[src/rtl/serv_pkg.sv]
// Shared types and constants for the bit-serial execution sequencer.
package serv_pkg;

    localparam int               CNT_W    = 5;
    localparam logic [CNT_W-1:0] CNT_LAST = 5'd31;

    typedef enum logic [2:0] {
        FETCH,
        DECODE,
        RFREQ,
        INIT,
        MEMWAIT,
        EXEC
    } state_t;

endpackage

[src/rtl/serv_seq_cnt.sv]
// Serial-step bit counter: advances only when enabled, flags the last step of a 32-step phase.
module serv_seq_cnt
    import serv_pkg::*;
(
    input  logic             clk,
    input  logic             rst_n,
    input  logic             en,
    output logic [CNT_W-1:0] cnt,
    output logic             done
);

    // Phases are always exactly 32 steps, so the natural 31->0 wrap lands on a phase boundary.
    always_ff @(posedge clk or negedge rst_n) begin
        if (!rst_n) begin
            cnt <= '0;
        end else if (en) begin
            cnt <= cnt + 5'd1;
        end
    end

    assign done = (cnt == CNT_LAST);

endmodule

[src/rtl/serv_seq_ctrl.sv]
// Execution sequencer: fetch handshake, decode strobe, two-phase op chaining and 32-step counter.
//  state   | meaning
//  FETCH   | ibus request outstanding, waiting for ack
//  DECODE  | decoder outputs valid, first register read requested
//  RFREQ   | wait for register file to start streaming
//  INIT    | first phase of two-phase op (operands/address), 32 steps
//  MEMWAIT | data bus transaction, counter frozen
//  EXEC    | execute/retire phase, 32 steps, PC update
module serv_seq_ctrl
    import serv_pkg::*;
#(
    parameter bit WITH_CSR = 1'b1
) (
    input  logic             clk,
    input  logic             i_rst_n,
    output logic             o_ibus_cyc,
    input  logic             i_ibus_ack,
    output logic             o_dec_en,
    input  logic             i_branch_op,
    input  logic             i_cond_branch,
    input  logic             i_mem_op,
    input  logic             i_shift_op,
    input  logic             i_slt_op,
    input  logic             i_rd_op,
    input  logic             i_e_op,
    input  logic             i_alu_cmp,
    input  logic             i_mem_misalign,
    output logic             o_rf_rreq,
    input  logic             i_rf_ready,
    output logic             o_dbus_cyc,
    input  logic             i_dbus_ack,
    output logic [CNT_W-1:0] o_cnt,
    output logic             o_cnt_en,
    output logic             o_init,
    output logic             o_rd_wen,
    output logic             o_pc_en,
    output logic             o_take_branch,
    output logic             o_trap
);

    state_t state, state_nxt;
    logic   second_rd, second_rd_nxt;
    logic   trap_r, trap_nxt;
    logic   take_branch_nxt;
    logic   ibus_cyc, dbus_cyc;
    logic   cnt_en, cnt_done;
    logic   two_phase;

    assign two_phase = i_branch_op | i_shift_op | i_slt_op | i_mem_op;

    serv_seq_cnt u_cnt (
        .clk   (clk),
        .rst_n (i_rst_n),
        .en    (cnt_en),
        .cnt   (o_cnt),
        .done  (cnt_done)
    );

    always_ff @(posedge clk or negedge i_rst_n) begin
        if (!i_rst_n) begin
            state         <= FETCH;
            second_rd     <= 1'b0;
            trap_r        <= 1'b0;
            o_take_branch <= 1'b0;
        end else begin
            state         <= state_nxt;
            second_rd     <= second_rd_nxt;
            trap_r        <= trap_nxt;
            o_take_branch <= take_branch_nxt;
        end
    end

    always_comb begin
        state_nxt       = state;
        second_rd_nxt   = second_rd;
        trap_nxt        = trap_r;
        take_branch_nxt = o_take_branch;
        ibus_cyc        = 1'b0;
        dbus_cyc        = 1'b0;
        o_rf_rreq       = 1'b0;
        cnt_en          = 1'b0;
        o_init          = 1'b0;
        o_rd_wen        = 1'b0;
        o_pc_en         = 1'b0;
        o_trap          = 1'b0;
        case (state)
            FETCH: begin
                ibus_cyc = 1'b1;
                if (i_ibus_ack) state_nxt = DECODE;
            end
            DECODE: begin
                o_rf_rreq = 1'b1;
                state_nxt = RFREQ;
                if (WITH_CSR && i_e_op) begin
                    o_trap   = 1'b1;
                    trap_nxt = 1'b1;
                end
            end
            RFREQ: begin
                o_rf_rreq = 1'b1;
                if (i_rf_ready) begin
                    state_nxt = (second_rd || trap_r || !two_phase) ? EXEC : INIT;
                end
            end
            INIT: begin
                o_init = 1'b1;
                cnt_en = 1'b1;
                if (cnt_done) begin
                    if (i_branch_op) take_branch_nxt = !i_cond_branch | i_alu_cmp;
                    if (i_mem_op) begin
                        // A misaligned access never reaches the bus; EXEC only moves the PC.
                        if (i_mem_misalign) begin
                            o_trap    = 1'b1;
                            trap_nxt  = 1'b1;
                            state_nxt = EXEC;
                        end else begin
                            state_nxt = MEMWAIT;
                        end
                    end else begin
                        second_rd_nxt = 1'b1;
                        state_nxt     = RFREQ;
                    end
                end
            end
            MEMWAIT: begin
                dbus_cyc = 1'b1;
                if (i_dbus_ack) state_nxt = EXEC;
            end
            EXEC: begin
                cnt_en   = 1'b1;
                o_pc_en  = 1'b1;
                o_rd_wen = i_rd_op & !trap_r;
                if (cnt_done) begin
                    state_nxt       = FETCH;
                    second_rd_nxt   = 1'b0;
                    trap_nxt        = 1'b0;
                    take_branch_nxt = 1'b0;
                end
            end
            default: state_nxt = FETCH;
        endcase
    end

    // Bus requests drop the moment reset asserts, not at the next edge.
    assign o_ibus_cyc = ibus_cyc & i_rst_n;
    assign o_dbus_cyc = dbus_cyc & i_rst_n;
    assign o_dec_en   = o_ibus_cyc & i_ibus_ack;
    assign o_cnt_en   = cnt_en;

endmodule

[config.mk]
export PLATFORM = sky130hd
export DESIGN_NAME = serv_seq_ctrl
export DESIGN_NICKNAME = d
export VERILOG_FILES = /design/src/rtl/serv_pkg.sv /design/src/rtl/serv_seq_cnt.sv /design/src/rtl/serv_seq_ctrl.sv
export SDC_FILE = /design/constraint.sdc
export NUM_CORES = 1
export LEC_CHECK = 0
export BUFFER_PORTS_ARGS = -buffer_cell sky130_fd_sc_hd__buf_2
export CAP_MARGIN = 40
export CELL_PAD_IN_SITES_DETAIL_PLACEMENT = 1
export CELL_PAD_IN_SITES_GLOBAL_PLACEMENT = 1
export CORE_MARGIN = 2
export CORE_UTILIZATION = 31
export DETAILED_ROUTE_END_ITERATION = 12
export PLACE_DENSITY_LB_ADDON = 0.1
export SLEW_MARGIN = 20
export SYNTH_ARGS = -nofsm -noshare
export SYNTH_HDL_FRONTEND = slang
export SYNTH_HIERARCHICAL = 1
export SYNTH_SLANG_ARGS = --single-unit
export TNS_END_PERCENT = 5
[constraint.sdc]
create_clock -name clk -period 1.8 [get_ports clk]
set_clock_uncertainty 0.1 [all_clocks]
set_input_delay 0.36 -clock clk [delete_from_list [all_inputs] [get_ports clk]]
set_output_delay 0.36 -clock clk [all_outputs]
set_load 0.03 [all_outputs]
**Word level (Yosys, flattened, before mapping)**

Index checks and enable logic that the tools add are counted.

- Register bits: 11
- Output and inout bits: 15
- Logic and storage cells: 77

- $add $sub $neg: 1
- Equality and inequality tests: 16
- Mux-type cells: 33
- Bitwise logic cells: 8
- Reduce and logical (&&, ||, !) cells: 14

Operators with widths:

| cell | number |
|---|---|
| two-way mux 1 bit | 21 |
| two-way mux 3 bit | 7 |
| inequality test 2 bit, second input constant | 10 |
| case mux 3 bit (6 select lines) | 1 |
| AND reduction 4 bit | 2 |
| equality test 3 x 2 -> 1 bit, second input constant | 2 |
| equality test 3 bit, second input constant | 2 |
| case mux 1 bit (2 select lines) | 3 |
| AND reduction 6 bit | 1 |
| adder 5 x 1 -> 5 bit, second input constant | 1 |
| equality test 5 bit, second input constant | 1 |
| AND reduction 5 bit | 1 |
| AND 1 bit | 4 |
| OR 1 bit | 4 |
| OR reduction 2 bit | 2 |
| equality test 3 x 1 -> 1 bit, second input constant | 1 |
| logical NOT 1 bit | 3 |
| logical NOT 3 bit | 1 |
| case mux 1 bit (3 select lines) | 1 |
| nonzero test 3 bit | 1 |
| logical OR 1 bit | 2 |
| nonzero test 2 bit | 1 |

**Longest topological paths before layout**

- Word-level depth: 8
- Mapped depth: 7

**Hierarchy**

The synthesis kept the hierarchy.

By module, submodules not included:

| module | times used | cells an instance | area each (µm²) |
|---|---|---|---|
| serv_seq_ctrl | 1 | 60 | 524.3 |
| serv_seq_cnt | 1 | 15 | 215.2 |

**Least setup slack after synthesis**

Ideal clock, no wire load.

- Path kind: register to output
- From: register u_cnt.cnt[0]
- To: output port o_trap
- Arrival: 2.022 ns
- Data required time: 1.340 ns
- Path slack: -0.682 ns
- Cell stages (with the launch flop): 8
- Path buffers: 1
- Cells stage by stage: dfrtp_1 ha_1 and3_1 ha_1 buf_6 and4_1 a21oi_1 nor3_1

- Longest elaborated chain between the ends: 3

Ends and longest elaborated chain:

| what | line | source |
|---|---|---|
| start: declaration | serv_seq_cnt.sv:8 | `output logic [CNT_W-1:0] cnt,` |
| start signal: assignment | serv_seq_cnt.sv:17 | `cnt <= cnt + 5'd1;` |
| equality test 5 bit | serv_seq_cnt.sv:21 | `assign done = (cnt == CNT_LAST);` |
| net cnt_done | serv_seq_ctrl.sv:46 | `logic cnt_en, cnt_done;` |
| two-way mux 1 bit | serv_seq_ctrl.sv:108 | `if (cnt_done) begin` |
| case mux 1 bit (2 select lines) | serv_seq_ctrl.sv:86 | `case (state)` |
| end: declaration | serv_seq_ctrl.sv:38 | `output logic o_trap` |

The timed path passes the listed nets, and every way through them passes these cells.

**Worst setup path in the final report**

- From: register u_cnt.cnt[1]
- To: output port o_trap

Same word-level chain as after synthesis.

==> results.json <==
{
  "crit_path_top_delay_cell": "sky130_fd_sc_hd__dfrtp_2",
  "cts_inserted_buffers": 3,
  "finalHoldWorstSlack_ns": 0.329,
  "layout-drive-gt1-share": 0.580,
  "yosys-top-cells-area": "sky130_fd_sc_hd__dfrtp_1 (37%), sky130_fd_sc_hd__a2111oi_4 (3.7%), sky130_fd_sc_hd__nand2_1 (3.6%), sky130_fd_sc_hd__xnor2_1 (3.6%), sky130_fd_sc_hd__ha_1 (3.4%)",
  "vdd_ir_drop_max_v": 0.00110,
  "grt_max_degree": 12,
  "placeableCoreArea_um2": 2230,
  "final_antenna_net_count": 0,
  "number_of_enable_type_register_cells_in_the_synthesized_netlist": 0,
  "post_layout_worst_setup_margin_ns": -0.350,
  "async_reset_ff_frac": 1.00,
  "floorplan.initialDensity": 0.331,
  "layout.nets": 136,
  "timing.setup.critical_path_class": "flop to output port",
  "setup.worst_path.end_class": "output port",
  "slew_viol_final": 0,
  "drt_first_pass_iters": 4,
  "global_route_wire_length_before_repair_mm": 3.66,
  "top_cells_by_count_synth": "sky130_fd_sc_hd__dfrtp_1 (11), sky130_fd_sc_hd__nand2_1 (7)",
  "critical-path-top-cell-by-count": "sky130_fd_sc_hd__ha_4",
  "first_iter_violations": 2,
  "place.gp.congestion": 0.775,
  "routed_wire_length_per_instance_um": 15.1,
  "design.portCount": 29,
  "insertion_delay_ns": 0.27,
  "status": "complete, but fails checks",
  "global_route.overflow_total": 0,
  "synth_top_cell_area_share": 0.372,
  "vias": 754,
  "grtUsageTotal": 0.181,
  "hpwl_mm": 1.70,
  "achievable-frequency_mhz": 465,
  "fin_setup_tns_ns": -0.427,
  "cts.clk_slew.worst_paths_ns": 0.08,
  "fin_util": 0.510,
  "cts.sink_count": 11,
  "finalSetupViolations": 4,
  "max-cap-violations": 0,
  "synth_fp_nets": 91,
  "post_synthesis_cell_count": 75,
  "post-synth-top-count-cell": "sky130_fd_sc_hd__dfrtp_1",
  "max_slew_margin": 0.723,
  "first_global_vias": 811,
  "cts_max_level": 1,
  "cts_buffer_depth": 2,
  "cp_max_fo": 2,
  "yosysSeqAreaShare": 0.372,
  "synth-seq-cells": 11,
  "violations": "setup timing",
  "slowest_delay_ns": 0.43,
  "die_height_um": 52.8,
  "yosysWarningCount": 6,
  "worstPathArrival_ns": 1.69,
  "placement.io_buffers": 28,
  "synth_area_um2": 739,
  "layout_stage_area_growth_over_the_synthesis_result_pct": 54.1,
  "drt_drc_violations_left": 0,
  "cts.root.buffer_cell": "sky130_fd_sc_hd__clkbuf_4",
  "num-fill-cells": 267,
  "crit_required_ns": 1.34,
  "post_dp_cell_area_um2": 1020,
  "grt_antenna_before_repair": 0,
  "final_area_um2": 1140,
  "floorplan.rows": 17,
  "leakagePower_nw": 0.528,
  "power_density_nw_per_um2": 1590,
  "inserted_diodes": 0,
  "class_of_the_tightest_hold_or_removal_check": "primary input to flop",
  "rsz0062_at_grt": "yes",
  "fin_crit_ns": 2.15,
  "report.final.hold_viol_count": 0,
  "die_w_um": 52.8,
  "main_flop_type_after_synthesis": "sky130_fd_sc_hd__dfrtp_1",
  "path_cells": "ha_4 -> and3_4 -> ha_4 -> and4_1 -> a21oi_2 -> nor3_4 -> buf_6",
  "fp.dieArea_um2": 2790,
  "detail_route.vias_per_cell": 5.13,
  "post-synth-top-area-cell": "sky130_fd_sc_hd__dfrtp_1",
  "layout_worst_path_cycle_share": 1.19,
  "cts_tree": "yes",
  "drt_wl_total_mm": 2.22,
  "post_synth.cell_area_avg_um2": 9.86,
  "synth_cell_type_count": 38,
  "setup.worst_path.start_class": "flop",
  "worst-slew-pin-transition_ns": 0.412
}
==> metrics by stage <==
| stage | cells | setup WS, ns | power [W] |
|---|---|---|---|
| floorplan | 75 | -0.259 | 0.00115 |
| finish | 147 | -0.350 | 0.00181 |
| CTS | 146 | -0.354 | 0.00178 |
| global placement | 141 | -0.176 | 0.00150 |
| global route | 147 | -0.434 | 0.00194 |
| detailed placement | 141 | -0.223 | 0.00152 |
==> worst max-delay path, delay by kind of cell (launching register included) <==
family / cells / cell delay [ns]
fa+ha+maj: 2 / 0.31
compound gates: 1 / 0.17
flops: 1 / 0.43
simple gates: 3 / 0.38
buf+inv: 1 / 0.14
==> cell usage in the layout, fill, tap and decap left out, drive strengths merged, types with 2 or more instances in the layout <==
master  instances
ha              2
o22ai           2
nor2            2
clkbuf          4
inv             4
nand2           7
dfrtp          11
nand4           2
mux2i           2
and3b           2
nor3            3
a21oi           3
buf            43
nand2b          3
and2            2
nor4            2
xnor2           3
mux2            2
and3            3
==> routing by layer <==
| layer | GRT usage | share of wire |
|---|---|---|
| met5 | 0 | 0 |
| met4 | 0.0897 | 0.027 |
| met3 | 0.0286 | 0.046 |
| met2 | 0.317 | 0.50 |
| met1 | 0.212 | 0.42 |
==> path summary, 6_finish.rpt <==
check                               start            end  slack, ns  depth (start not counted)
max                          u_cnt/cnt[1]         o_trap      -0.35                          7
min                        i_mem_misalign         trap_r       0.33                          3
max reg2reg                  u_cnt/cnt[1]       state[1]      -0.03                          7
min reg2reg                 o_take_branch  o_take_branch       0.43                          1
max in group asynchronous         i_rst_n       state[1]       0.95                          3
min in group asynchronous         i_rst_n       state[0]       0.48                          3
==> cell families after synthesis <==
logic type,share of synthesized area
flops,0.372
mux,0.0575
simple gates,0.230
compound gates,0.193
buf+inv,0.0660
fa+ha+maj,0.0338
xor+xnor,0.0474
==> final cells by class <==
type	instances	area [um^2]	share of cell area
Clock inverter	1	5.00	0.00439
Inverter	4	15.0	0.0132
Multi-Input combinational cell	55	483	0.424
Sequential cell	11	280	0.246
Tap cell	28	35.0	0.0307
Timing Repair Buffer	45	299	0.262
Clock buffer	3	22.5	0.0198
==> power breakdown <==
group	internal [W]	switching, W
Combinational	0.000532	0.000637
Sequential	0.000345	0.000130
Clock	0.0000822	0.0000862
Total	0.000959	0.000853
==> flip-flops by register name, summed over array words and instances (netlist names) <==
| signal | flops |
|---|---|
| trap_r | 1 |
| o_take_branch | 1 |
| u_cnt/cnt | 5 |
| second_rd | 1 |
| state | 3 |
==> timing repair <==
| item | CTS | global route |
|---|---|---|
| hold buffers | 1 | 0 |
| pin swaps | 1 | 2 |
| endpoints found under the hold margin | 11 | 0 |
| setup buffers | 0 | 1 |
| endpoints found under the setup margin | 11 | 11 |
| gates resized for setup | 15 | 8 |
Power figures use the tool's default switching activity.
